--- src/rtl/pcm_access_scheduler.sv ---
// pcm_access_scheduler: FIFO-queued PCM request issue with fixed asymmetric read/write service latency
module pcm_access_scheduler #(
  parameter int DEPTH = 4,
  parameter int READ_LAT = 4,
  parameter int WRITE_LAT = 12
) (
  input  logic        clk,
  input  logic        reset,
  input  logic        schedule,
  input  logic        req_write,
  input  logic [19:0] req_addr,
  input  logic [15:0] req_wdata,
  output logic        req_ready,
  output logic        pcm_cmd_valid,
  output logic        pcm_cmd_write,
  output logic [19:0] pcm_addr,
  output logic [15:0] pcm_wdata,
  input  logic [15:0] pcm_rdata,
  output logic        resolved,
  output logic [15:0] rd_data,
  output logic        busy
);
  localparam int AW = $clog2(DEPTH);
  localparam int CW = $clog2((READ_LAT > WRITE_LAT ? READ_LAT : WRITE_LAT) + 1);
  typedef enum logic [1:0] {IDLE, ISSUE, WAIT, DONE} state_t;
  state_t state, state_nxt;
  logic [36:0] mem [DEPTH];
  logic [AW-1:0] wr_ptr, rd_ptr;
  logic [AW:0] count;
  logic [CW-1:0] cnt;
  logic push, pop, last;
  assign req_ready = count != (AW+1)'(DEPTH);
  assign push = schedule && req_ready;
  assign pop = state == IDLE && count != '0;
  assign last = cnt == CW'(1);
  assign pcm_cmd_valid = state == ISSUE;
  assign resolved = state == DONE;
  assign busy = count != '0 || state != IDLE;
  always_ff @(posedge clk) state <= reset ? IDLE : state_nxt;
  always_comb begin
    state_nxt = state;
    case (state)
      IDLE: state_nxt = pop ? ISSUE : IDLE;
      ISSUE: state_nxt = WAIT;
      WAIT: state_nxt = last ? DONE : WAIT;
      default: state_nxt = IDLE;
    endcase
  end
  always_ff @(posedge clk) if (push) mem[wr_ptr] <= {req_write, req_addr, req_wdata};
  always_ff @(posedge clk) begin
    if (reset) begin
      wr_ptr <= '0;
      rd_ptr <= '0;
      count <= '0;
      cnt <= '0;
      pcm_cmd_write <= 1'b0;
      pcm_addr <= '0;
      pcm_wdata <= '0;
      rd_data <= '0;
    end else begin
      if (push) wr_ptr <= wr_ptr + 1'b1;
      if (pop) begin
        {pcm_cmd_write, pcm_addr, pcm_wdata} <= mem[rd_ptr];
        rd_ptr <= rd_ptr + 1'b1;
      end
      count <= count + (AW+1)'(push) - (AW+1)'(pop);
      if (state == ISSUE) cnt <= pcm_cmd_write ? CW'(WRITE_LAT) : CW'(READ_LAT);
      else if (state == WAIT) cnt <= cnt - 1'b1;
      if (state == WAIT && last && !pcm_cmd_write) rd_data <= pcm_rdata;
    end
  end
endmodule

--- config.mk ---
export PLATFORM = sky130hd
export DESIGN_NAME = pcm_access_scheduler
export DESIGN_NICKNAME = d
export VERILOG_FILES = /design/src/rtl/pcm_access_scheduler.sv
export SDC_FILE = /design/constraint.sdc
export NUM_CORES = 1
export LEC_CHECK = 0
export BUFFER_PORTS_ARGS = -buffer_cell sky130_fd_sc_hd__buf_4
export CORE_ASPECT_RATIO = 0.9
export CORE_MARGIN = 1
export CORE_UTILIZATION = 61
export CTS_BUF_LIST = sky130_fd_sc_hd__clkbuf_16
export CTS_CLUSTER_SIZE = 30
export DETAILED_ROUTE_END_ITERATION = 16
export PLACE_DENSITY = 0.84
export SLEW_MARGIN = 20
export SYNTH_ARGS = -nofsm -noshare
export SYNTH_HDL_FRONTEND = slang
export SYNTH_SLANG_ARGS = --single-unit
--- constraint.sdc ---
create_clock -name clk -period 4.4 [get_ports clk]
set_input_delay 0.22 -clock clk [delete_from_list [all_inputs] [get_ports clk]]
set_output_delay 0.22 -clock clk [all_outputs]
set_load 0.02 [all_outputs]
After elaboration in Yosys (flattened, before gate mapping)
Memories as Yosys holds them, arrays and structs flattened. A register that Yosys moved wholly into a read port is not among the register bits.
Cells that the tools add are included.
- $add $sub $neg: 5
- eq/ne operators: 5
- mux-type cells: 8
- reductions and logical operators: 10
- operator list (kind ; number):
    4-bit two-way mux ; 3
    2-bit one-hot mux with 3 select lines ; 1
    2-bit by 1-bit adder with 2-bit output (second input constant) ; 2
    2-bit == test (second input constant) ; 2
    4-bit by 1-bit == test with 1-bit output (second input constant) ; 1
    1-bit logical AND ; 4
    1-bit two-way mux ; 4
    2-bit nonzero test ; 2
    4-bit by 1-bit subtractor with 4-bit output (second input constant) ; 1
    3-bit by 1-bit adder with 3-bit output ; 1
    3-bit != test (second input constant) ; 1
    3-bit nonzero test ; 1
    3-bit by 1-bit subtractor with 3-bit output ; 1
    2-bit by 1-bit == test with 1-bit output (second input constant) ; 1
    2-bit zero test ; 1
    1-bit zero test ; 1
    1-bit logical OR ; 1
- register bits: 29
- bits in writable memories: 148
- input bits: 56
- output and inout bits: 57
- logic and storage cells: 35
- memories kept: 1
- memories (memory ; words ; width ; rd ports ; clocked after Yosys merged registers in ; wr ports ; line ; RTL):
    mem ; 4 ; 37 ; 1 ; 1 ; 1 ; 27 ; logic [36:0] mem [DEPTH];

Depth between registers and ports, before layout
- word-level depth: 4
- gate-level depth with buffers: 12
- mapped depth without buffers: 12

Least setup slack after synthesis
No wires, ideal clock.
- path type: reg-to-reg
- start point: reg count[2]
- end point: reg count[2]
- setup time: 0.078 ns
- data arrival time: 2.221 ns
- data required time: 4.322 ns
- setup slack: 2.101 ns
- stages on the path, launching flop included: 12
- period minus slack after synthesis: 2.299 ns
- cells stage by stage: dfxtp_1 or3b_1 buf_2 nand2_1 ha_1 inv_1 ha_1 inv_1 fa_1 xor2_1 and2_1 nor3_1
- longest elaborated chain between the ends: 4
- elaborated cells on any way between the ends: 6
- RTL lines (what ; line ; RTL):
    start, declared ; 29 ; logic [AW:0] count;
    start signal, assigned ; 66 ; count <= count + (AW+1)'(push) - (AW+1)'(pop);
    3-bit != test ; 32 ; assign req_ready = count != (AW+1)'(DEPTH);
    via req_ready ; 13 ; output logic req_ready,
    1-bit logical AND ; 33 ; assign push = schedule && req_ready;
    3-bit by 1-bit adder with 3-bit output ; 66 ;
    3-bit by 1-bit subtractor with 3-bit output ; 66 ;
The timed path passes the listed nets, and every way through them passes these cells.
A chain may end at the register's enable or synchronous reset.

Worst setup path after layout
- start point: reg count[2]
- end point: reg count[2]
- longest elaborated chain between the ends: 4
- elaborated cells on any way between the ends: 6
- RTL lines (what ; line):
    3-bit != test ; 32
    1-bit logical AND ; 33
    3-bit by 1-bit adder with 3-bit output ; 66
    3-bit by 1-bit subtractor with 3-bit output * ; 66
Mark *: on every way between the ends. The rest lies on a longest branch, timed or not.

==> reports/qor.yml <==
status: "finished clean"
synth_area_per_cell_sq_um: 18.1
core-area_sq_mm: 0.0123
final_common_cell: "edfxtp_1"
arrival_ps: 2960
htree_levels: 1
die_x_microns: 122
numPortBuffers: 112
synth_edf_count: 148
crit_fanout: 10
postRouteAntennaNets: 0
syn_area_sq_mm: 0.00784
syn2layout_area_growth_pct: 25.5
cp.required_ps: 4790
fin_total_pwr_mw: 6.17
hold_viol: 0
rsz0062_at_grt: "no"
diodes: 0
max_freq_mhz: 390
via_per_inst: 5.97
hold_depth: 3
drive_above_1_share_pct: 31.6
hp-class: "in2reg"
ys_seq_elements: 214
rr_worst_depth: 10
grt_remaining_overflow: 0
place_congestion: 0.712
drv_slew: 0
ys_seq_area_share_pct: 73.5
dp_hpwl_microns: 8740
grt_pass1_wl_microns: 25000
post-cts-setup-buffer-count: 0
wl_microns: 16400
drt-pass1-iter-count: 5
endpoint_kind: "register"
ys_async_sr_fraction_pct: 0
finalClockSkew_ps: 8.97
syn_nets: 503
timing.setup.tns_ps: 0
fillCellCount: 596
final_util_pct: 80.2
num_rows: 38
fp.dieArea_sq_mm: 0.0133
ios: 113
synth_ff_type: "edfxtp_1"
maxCapViolations: 0
power_density_mw_per_mm2: 627
finalCriticalPeriod_ps: 2560
cts_buffers: 21
root_buffer: "clkbuf_16"
path_clk_slew_ps: 60
start_util_pct: 63.9
drtIter0Drc: 453
yosysUniqueCellTypes: 37
vias: 4546
p_leak_nw: 3.61
wl_per_cell_microns: 21.5
grt_util_all_layers_pct: 25.4
tritoncts: "done"
antenna_found_initial: 0
ys_warn_count: 0
clock_latency_ps: 480
drc: 0
layout_common_cells: "148 x edfxtp_1, 114 x buf_4, 64 x dfxtp_1"
finalCritPeriodShare_pct: 58.2
fin_nets: 658
worst_setup_path_start_kind: "register"
die_h_microns: 110
tightest_slew_ps: 1060
setup_viol: 0
syn-instance-count: 433
criticalPathCategory: "reg2reg"
clock-sinks: 214
grt_pass1_vias: 4579
grt_max_degree: 39
vdd_drop_max_uv: 468
clockBufferDepth: 3
relSlewSlack_pct: 29.1
==> where the power goes <==
group	leakage [nW]	switching (mW)	total (mW)	internal, mW
clock network	0.327	0.703	1.63	0.925
registers	1.90	0.314	2.83	2.52
logic	1.38	0.887	1.71	0.819
==> cell type report <==
| cell class | instances | area [sq um] | area share [%] |
|---|---|---|---|
| clock buffer | 21 | 526 | 5.34 |
| clock inverter | 16 | 98.8 | 1.00 |
| inverter | 12 | 45.0 | 0.458 |
| multi-input combinational | 182 | 1910 | 19.4 |
| sequential | 214 | 5770 | 58.6 |
| tap | 160 | 200 | 2.04 |
| timing repair buffer | 157 | 1290 | 13.1 |
==> synthesized netlist by cell type, types with 3 or more instances <==
library cell,count,area share [%]
edfxtp_1,148,57
dfxtp_1,66,17
a22o_1,38,4.2
mux4_2,37,11
nand3_1,18,1.1
o21ai_0,18,1.1
a21oi_1,17,1.1
ha_1,13,2.1
inv_1,11,0.53
buf_2,10,0.64
nor2_1,9,0.43
clkbuf_1,8,0.38
and3_1,4,0.32
buf_4,3,0.29
nor3_1,3,0.19
==> worst max-delay path, cell delays in order, from the launching register on <==
cell and delay, ps:
dfxtp_1 450, or3b_1 520, nand2_1 140, ha_1 240, inv_1 70, ha_1 150
inv_1 60, fa_1 370, xor2_1 160, and2_1 170, nor3_1 140
==> cells by family after synthesis <==
kind of cell / after synthesis / share of synthesized area (%)
muxes: 39 / 10.9
DFF: 214 / 73.5
AOI/OAI and AO/OA: 81 / 7.48
and+or+nand+nor: 45 / 3.16
buffers and inverters: 37 / 2.27
adders and majority gates: 14 / 2.33
xor gates and xnor gates: 3 / 0.335
==> metrics by stage <==
step,setup WS [ps],cells,instance area (sq um),hold WS (ps)
floorplan,2100,433,7840,303
global placement,2080,682,8780,419
detailed placement,1890,682,8780,422
CTS,1830,762,9840,0.408
global route,1690,762,9840,15.8
finish,1840,762,9840,10.4
==> sequential cells by signal, summed over array words and instances, names as in the netlist <==
| name | flops |
|---|---|
| count | 3 |
| wr_ptr | 2 |
| pcm_cmd_write | 1 |
| state | 2 |
| cnt | 4 |
| pcm_wdata | 16 |
| mem | 148 |
| rd_data | 16 |
| pcm_addr | 20 |
| rd_ptr | 2 |
==> path summary, 6_finish.rpt <==
path,from,end,slack [ps]
min,pcm_rdata[3],rd_data[3],10
min reg2reg,rd_data[13],rd_data[13],480
max,count[2],count[2],1840
max reg2reg,count[2],count[2],1840
==> per-layer routing <==
metal / wire length (microns) / track usage (%) / vias up
met5: 0 / 0 / -
met4: 281 / 7.58 / 0
met3: 892 / 3.84 / 24
met2: 8750 / 44.8 / 190
met1: 6430 / 33.1 / 2304
li1: - / - / 2028
==> what timing repair did <==
action,in CTS,in global routing
resized for setup,0,0
hold buffers,43,0
hold endpoints to repair,154,0
(Power assumes the default switching activity.)
